$ cat config.mk
export PLATFORM = sky130hd
export DESIGN_NAME = switch_port_debounced
export DESIGN_NICKNAME = d
export VERILOG_FILES = /design/src/rtl/switch_pkg.sv /design/src/rtl/switch_debounce_ch.sv /design/src/rtl/switch_port_debounced.sv
export SDC_FILE = /design/constraint.sdc
export NUM_CORES = 1
export LEC_CHECK = 0
export CORE_MARGIN = 2
export CORE_UTILIZATION = 40
export DETAILED_ROUTE_END_ITERATION = 10
export PLACE_DENSITY = 0.6
export SETUP_SLACK_MARGIN = 0.2
export SYNTH_ARGS = -nofsm -noshare
export SYNTH_HDL_FRONTEND = slang
export SYNTH_SLANG_ARGS = --single-unit
$ cat constraint.sdc
create_clock -name switclk -period 12.9 [get_ports switclk]
set_clock_uncertainty 0.2 [all_clocks]
set_input_delay 2.58 -clock switclk [delete_from_list [all_inputs] [get_ports switclk]]
set_output_delay 2.58 -clock switclk [all_outputs]
set_load 0.03 [all_outputs]
$ cat src/rtl/switch_pkg.sv
// rtl/switch_pkg.sv - register map and defaults shared by the switch port
package switch_pkg;

  typedef enum logic [1:0] {
    SW_ADDR_LEVEL = 2'b00,
    SW_ADDR_RISE  = 2'b01,
    SW_ADDR_FALL  = 2'b10,
    SW_ADDR_MASK  = 2'b11
  } sw_addr_e;

  localparam int SW_DEBOUNCE_DEFAULT = 20000;
  localparam int SW_WIDTH_DEFAULT    = 16;
  localparam int SW_SYNC_DEFAULT     = 2;

  // Counter must be able to hold DEBOUNCE_CYCLES-1; sized from DEBOUNCE_CYCLES+1
  // so that DEBOUNCE_CYCLES=1 still yields a 1-bit counter.
  function automatic int sw_cnt_width(input int debounce_cycles);
    return $clog2(debounce_cycles + 1);
  endfunction

endpackage

$ cat src/rtl/switch_debounce_ch.sv
// rtl/switch_debounce_ch.sv - one channel: synchroniser, debounce counter, edge pulses
module switch_debounce_ch
  import switch_pkg::*;
#(
  parameter int DEBOUNCE_CYCLES = SW_DEBOUNCE_DEFAULT,
  parameter int SYNC_STAGES     = SW_SYNC_DEFAULT
) (
  input  logic switclk,
  input  logic switrst,
  input  logic pin,
  output logic stable,
  output logic rise_pulse,
  output logic fall_pulse
);

  localparam int CW = sw_cnt_width(DEBOUNCE_CYCLES);
  localparam logic [CW-1:0] CNT_LAST = CW'(DEBOUNCE_CYCLES - 1);

  logic [SYNC_STAGES-1:0] sync_q, sync_d;
  logic [CW-1:0]          cnt_q, cnt_d;
  logic                   stable_q, stable_d;
  logic                   sync;

  assign sync   = sync_q[SYNC_STAGES-1];
  assign stable = stable_q;

  // Shift the raw pin through the synchroniser chain, bit 0 first.
  always_comb begin
    sync_d = {sync_q[SYNC_STAGES-2:0], pin};
  end

  // Count consecutive mismatching cycles; accept the new level on the last one.
  // The edge pulses fire on the same edge that updates stable.
  always_comb begin
    cnt_d      = cnt_q;
    stable_d   = stable_q;
    rise_pulse = 1'b0;
    fall_pulse = 1'b0;
    if (sync == stable_q) begin
      cnt_d = '0;
    end else if (cnt_q == CNT_LAST) begin
      cnt_d      = '0;
      stable_d   = sync;
      rise_pulse = sync;
      fall_pulse = ~sync;
    end else begin
      cnt_d = cnt_q + 1'b1;
    end
  end

  // Channel state; reset discards any debounce in progress.
  always_ff @(posedge switclk or posedge switrst) begin
    if (switrst) begin
      sync_q   <= '0;
      cnt_q    <= '0;
      stable_q <= 1'b0;
    end else begin
      sync_q   <= sync_d;
      cnt_q    <= cnt_d;
      stable_q <= stable_d;
    end
  end

endmodule

$ cat src/rtl/switch_port_debounced.sv
// rtl/switch_port_debounced.sv - memory-mapped debounced switch port with sticky flags and irq
module switch_port_debounced
  import switch_pkg::*;
#(
  parameter int WIDTH           = SW_WIDTH_DEFAULT,
  parameter int DEBOUNCE_CYCLES = SW_DEBOUNCE_DEFAULT,
  parameter int SYNC_STAGES     = SW_SYNC_DEFAULT
) (
  input  logic             switclk,
  input  logic             switrst,
  input  logic             switcs,
  input  logic             switread,
  input  logic             switwrite,
  input  logic [1:0]       switaddr,
  input  logic [WIDTH-1:0] switch_din,
  input  logic [WIDTH-1:0] switch_rdata,
  output logic [WIDTH-1:0] switch_wdata,
  output logic             switch_irq
);

  logic [WIDTH-1:0] level;
  logic [WIDTH-1:0] rise_ev, fall_ev;

  logic [WIDTH-1:0] rise_q, rise_d;
  logic [WIDTH-1:0] fall_q, fall_d;
  logic [WIDTH-1:0] mask_q, mask_d;
  logic [WIDTH-1:0] wdata_q, wdata_d;
  logic             irq_q, irq_d;

  logic             rd_en, wr_en;
  logic [WIDTH-1:0] rd_mux;
  logic [WIDTH-1:0] clr_rise, clr_fall;

  for (genvar g = 0; g < WIDTH; g++) begin : g_ch
    switch_debounce_ch #(
      .DEBOUNCE_CYCLES (DEBOUNCE_CYCLES),
      .SYNC_STAGES     (SYNC_STAGES)
    ) u_ch (
      .switclk    (switclk),
      .switrst    (switrst),
      .pin        (switch_rdata[g]),
      .stable     (level[g]),
      .rise_pulse (rise_ev[g]),
      .fall_pulse (fall_ev[g])
    );
  end

  assign rd_en = switcs && switread;
  assign wr_en = switcs && switwrite && (switaddr == SW_ADDR_MASK);

  // Register read mux; always reflects the state before the current edge.
  always_comb begin
    rd_mux = '0;
    case (switaddr)
      SW_ADDR_LEVEL: rd_mux = level;
      SW_ADDR_RISE:  rd_mux = rise_q;
      SW_ADDR_FALL:  rd_mux = fall_q;
      SW_ADDR_MASK:  rd_mux = mask_q;
      default:       rd_mux = '0;
    endcase
  end

  // Next-state for flags, mask, read data and irq; a new edge beats a clearing read.
  always_comb begin
    clr_rise = (rd_en && switaddr == SW_ADDR_RISE) ? rise_q : '0;
    clr_fall = (rd_en && switaddr == SW_ADDR_FALL) ? fall_q : '0;
    rise_d   = (rise_q & ~clr_rise) | rise_ev;
    fall_d   = (fall_q & ~clr_fall) | fall_ev;
    mask_d   = wr_en ? switch_din : mask_q;
    wdata_d  = rd_en ? rd_mux : wdata_q;
    irq_d    = |((rise_q | fall_q) & mask_q);
  end

  // CPU-visible state.
  always_ff @(posedge switclk or posedge switrst) begin
    if (switrst) begin
      rise_q  <= '0;
      fall_q  <= '0;
      mask_q  <= '0;
      wdata_q <= '0;
      irq_q   <= 1'b0;
    end else begin
      rise_q  <= rise_d;
      fall_q  <= fall_d;
      mask_q  <= mask_d;
      wdata_q <= wdata_d;
      irq_q   <= irq_d;
    end
  end

  assign switch_wdata = wdata_q;
  assign switch_irq   = irq_q;

endmodule

Word level (Yosys, flattened, before mapping)
Cells that the tools add are included.

Memories kept: 0. Output and inout bits: 17. Memory bits (writable): 0. Latch bits: 0. Register bits after elaboration: 353. ROM bits: 0. Input port bits: 39.

Multiply operators: 0. Div/mod/pow operators: 0. Eq/ne operators: 35. Reductions and logical operators: 23. Shift-type cells: 0. Add/sub/neg operators: 16. Bitwise operators: 40. Magnitude comparators: 0. Multiplexer cells: 99.

Operators with widths (count): 15-bit 2-to-1 mux (32); 15-bit by 1-bit adder with 15-bit output (second input constant) (16); 15-bit equality test (second input constant) (16); 1-bit 2-to-1 mux (64); 16-bit case mux with 4 select lines (1); 16-bit AND (3); 16-bit OR (3); 16-bit 2-to-1 mux (2); 1-bit inverter (32); 16-bit inverter (2); 2-bit AND reduction (16); 1-bit equality test (16); 16-bit OR reduction (1); 1-bit logical AND (5); 2-bit equality test (second input constant) (2); 2-bit by 1-bit equality test with 1-bit output (second input constant) (1); 2-bit logical NOT (1).

Depth between registers and ports, before layout
Word-level depth: 6. Gate-level depth with buffers: 7.

Modules after synthesis
Synthesis repeated with hierarchy kept, for this count alone.

Cell total of the unflattened synthesis: 1475. Area, all modules: 17867.1 µm².

By module, submodules not included: switch_debounce_ch (times used 16, area each 938.4 µm², cells an instance 81, sequential area each 450.4 µm²); switch_port_debounced (times used 1, area each 2852.7 µm², cells an instance 179, sequential area each 1626.6 µm²).

Worst setup path after synthesis
OpenSTA, ideal clock, no wires.

Kind: input to register. From: in switaddr[1]. To: reg wdata_q[10] (netlist: switch_wdata[10]). Buffers on the path: 2. Cell stages on the path: 4. Arrival: 3949 ps. Setup slack: 8627 ps. Data required time: 12575 ps. Cell sequence: clkbuf_1 -> clkbuf_1 -> mux4_2 -> mux2_2.

Cells in the longest elaborated chain, start to end: 2.

RTL lines: start, declared (line switch_port_debounced.sv:14) `input logic [1:0] switaddr,`; 2-bit equality test (tied with other cells) (line switch_port_debounced.sv:54) `case (switaddr)`; 16-bit case mux with 4 select lines * (line switch_port_debounced.sv:54); end signal, assigned (line switch_port_debounced.sv:86) `wdata_q <= wdata_d;`; end, declared (line switch_port_debounced.sv:27) `logic [WIDTH-1:0] wdata_q, wdata_d;`.

Every way passes the cells marked *; elsewhere a longest branch is shown, timed or not. A chain may end at the register's enable or synchronous reset.

Worst setup path in the final report
From: in switaddr[0]. To: reg mask_q[11].

Cells in the longest elaborated chain, start to end: 2.

RTL lines: 2-bit equality test (line switch_port_debounced.sv:49) `assign wr_en = switcs && switwrite && (switaddr == SW_ADDR_MASK);`; 1-bit logical AND (line switch_port_debounced.sv:49); end signal, assigned (line switch_port_debounced.sv:85) `mask_q <= mask_d;`; end, declared (line switch_port_debounced.sv:26) `logic [WIDTH-1:0] mask_q, mask_d;`.

No other way between the ends.

==> results.yml <==
cts:
  cts_tree: "built"
  clock_path_buffers: 3
  cts_setup_buffers: 0
  cts_hold_buf: 0
  clock_latency_ps: 550
  cts_made_buffers: 40
  htree_levels: 2
  cts_resized: 0
  clk_pin_slew_ps: 60
  clock-sinks: 353
  root_buffer: "clkbuf_16"
synth:
  avgSynthCellArea_um2: 10.7
  seq_area_frac_synth_pct: 55.1
  synth_flop_cell: "dfrtp_1"
  syn-cell-area_um2: 16000
  yosysWarnings: 0
  ys_types: 35
  syn-instance-count: 1492
  synth_edf_count: 0
  async_flop_share_pct: 100
  synth_nets: 1547
  synth_seq_cells: 353
setup_path:
  crit_chain: "clkdlybuf4s50_1 > buf_4 > nand4_1 > mux2_2"
  end_kind: "flip-flop"
  cpPeakStageDelay_ps: 820
  cp_data_arrival_time_ps: 4760
  cp-start-kind: "input port"
  path_class: "in -> reg"
  slowest_stage: "nand4_1"
  critPathMaxFanout: 19
  critPathRequiredTime_ps: 13110
placed_design:
  dpl.hpwl_um: 21100
  gp_congestion: 0.819
  place.port_buffers: 55
global_routing:
  grt_usage_pct: 16.0
  grt_max_degree: 152
  grt_pass1_wl_um: 54100
  grt_overflow: 0
  grt_pass1_vias: 10800
  antenna_found_initial: 3
pwr:
  p_int_mw: 1.84
  power.share.combinational_pct: 6.8
  irDropWorstVdd_uv: 75.6
  power_frac_clock_pct: 44.0
  finalPower_mw: 2.42
  power.density_nw_per_um2: 132
  swShare_pct: 23.9
  p_leak_nw: 7.63
  seqPwrFrac_pct: 49.2
  p_sw_uw: 578
sta:
  slew_headroom_pct: 36.2
  tightestPinTransition_ps: 952
  period_needed_ps: 4540
  rsz0062_at_grt: "false"
  slew_viol_final: 0
  setup_tns_ps: 0
  max_freq_mhz: 220
  hold_violations: 0
  finalCritPeriodShare_pct: 35.2
  setup_viol_count_final: 0
routing:
  m1WireLength_um: 15700
  drtAntennaViolNets: 0
  vias: 10700
  met2WireLength_um: 14000
  drc: 0
  drt-total-wl_um: 31800
  wl_per_cell_um: 15.0
  top_layer_used: "met5"
  met3_length_um: 1240
  viasPerCell: 5.08
  drt_iter0_drc: 627
  firstDrtPassIters: 5
final_layout:
  finalNetCount: 1615
  seqCellArea_um2: 8830
  area_growth_pct: 14.5
  multi_input_area_um2: 6870
  drive_above_1_share_pct: 8.81
  fillers: 3749
floorplan:
  rows: 73
  start_util_pct: 40.4
  die_w_um: 204
  die_area_um2: 41700
  die_h_um: 204
  pin_count: 56
  core_um2: 39600
run_status:
  status: "complete, no violations"
job:
  maxCapViolations: 0
min_path:
  worstHoldPathType: "reg -> reg"
## cells in the final DEF, fill, tap and decap left out, drive strengths merged, types with 10 or more instances in the layout
| cell type | n |
|---|---|
| and2 | 20 |
| and4 | 25 |
| clkbuf | 54 |
| clkdlybuf4s50 | 55 |
| clkinv | 15 |
| dfrtp | 353 |
| ha | 16 |
| inv | 41 |
| mux2 | 48 |
| mux4 | 16 |
| nand2 | 92 |
| nand2b | 48 |
| nand3 | 76 |
| nand4 | 74 |
| nor2 | 260 |
| nor3 | 40 |
| nor4 | 45 |
| o21ai | 49 |
| or3 | 10 |
| or4 | 11 |
| xnor2 | 115 |
| xor2 | 91 |
## cell usage after synthesis (40+ instances only)
cell type / number / share of area, %
dfrtp_1: 353 / 55
nor2_1: 260 / 6.1
xnor2_1: 115 / 6.3
nand2_1: 92 / 2.2
xor2_1: 91 / 5.0
nand3_1: 76 / 2.4
nand4_1: 74 / 2.9
o21ai_0: 49 / 1.5
mux2_2: 47 / 3.3
nor4_1: 45 / 1.8
nand2b_1: 41 / 1.6
inv_1: 40 / 0.94
nor3_1: 40 / 1.2
## routing by layer
layer  global-route usage (%)  vias to the layer above
li1                         -                     5301
met1                     22.8                     5253
met2                     24.3                      136
met3                     2.98                       51
met4                     6.06                        2
met5                        0                        -
## final cells by class
| type | instances | share of cell area (%) |
|---|---|---|
| Multi-Input combinational cell | 1066 | 37.5 |
| Timing Repair Buffer | 59 | 3.23 |
| Clock inverter | 17 | 0.703 |
| Clock buffer | 54 | 5.96 |
| Tap cell | 525 | 3.58 |
| Inverter | 40 | 0.860 |
| Antenna cell | 2 | 0.0273 |
| Sequential cell | 353 | 48.2 |
## metrics by stage
step                std cells  util, %  cell area, µm²  hold slack (ps)  setup slack [ps]
finish                   2116     46.3           18300              135              8360
global route             2114     46.3           18300              146              8190
CTS                      2114     46.3           18300              138              8340
detailed placement       2043     43.2           17100              136              7750
global placement         2043     43.2           17100              133              7770
floorplan                1492        -           16000              131               328
## kinds of logic after synthesis
logic type      share of synthesized area, %
fa+ha+maj                               1.25
compound gates                          1.64
simple gates                            23.1
mux                                     5.64
buf+inv                                 1.99
xor+xnor                                11.3
flops                                   55.1
## power by group through the flow
stage          logic, mW  registers, mW  clock network [mW]
3_5_place_dp       0.168           1.21                   0
3_3_place_gp       0.165           1.21                   0
4_1_cts            0.168           1.19                1.10
2_1_floorplan     0.0898           1.22                   0
5_1_grt            0.184           1.20                1.14
6_report           0.164           1.19                1.06
## final timing paths
kind | start | to | slack (ps) | cells after the start
min in group asynchronous | switrst | g_ch[8].u_ch.sync_q[0]$_DFF_PP0_ | 2400 | 2
setup reg to reg | g_ch[12].u_ch.cnt_q[12]$_DFF_PP0_ | g_ch[12].u_ch.cnt_q[3]$_DFF_PP0_ | 10520 | 4
hold reg to reg | g_ch[13].u_ch.sync_q[0]$_DFF_PP0_ | g_ch[13].u_ch.sync_q[1]$_DFF_PP0_ | 140 | 0
setup / recovery | switaddr[0] | mask_q[11]$_DFFE_PP0P_ | 8360 | 4
max in group asynchronous | switrst | g_ch[15].u_ch.cnt_q[11]$_DFF_PP0_ | 8620 | 3
hold / removal | g_ch[13].u_ch.sync_q[0]$_DFF_PP0_ | g_ch[13].u_ch.sync_q[1]$_DFF_PP0_ | 140 | 0
## critical path, delay by kind of cell
family	cells	cell delay (ps)
buffers and inverters	2	780
multiplexers	1	570
AND/OR/NAND/NOR	1	820
## sequential cells by signal, indices dropped and copies added (netlist names)
| register | flops |
|---|---|
| mask_q | 16 |
| fall_q | 16 |
| switch_irq | 1 |
| g_ch.u_ch.stable | 16 |
| switch_wdata | 16 |
| g_ch.u_ch.sync_q | 32 |
| rise_q | 16 |
| g_ch.u_ch.cnt_q | 240 |
(Power assumes the default switching activity.)
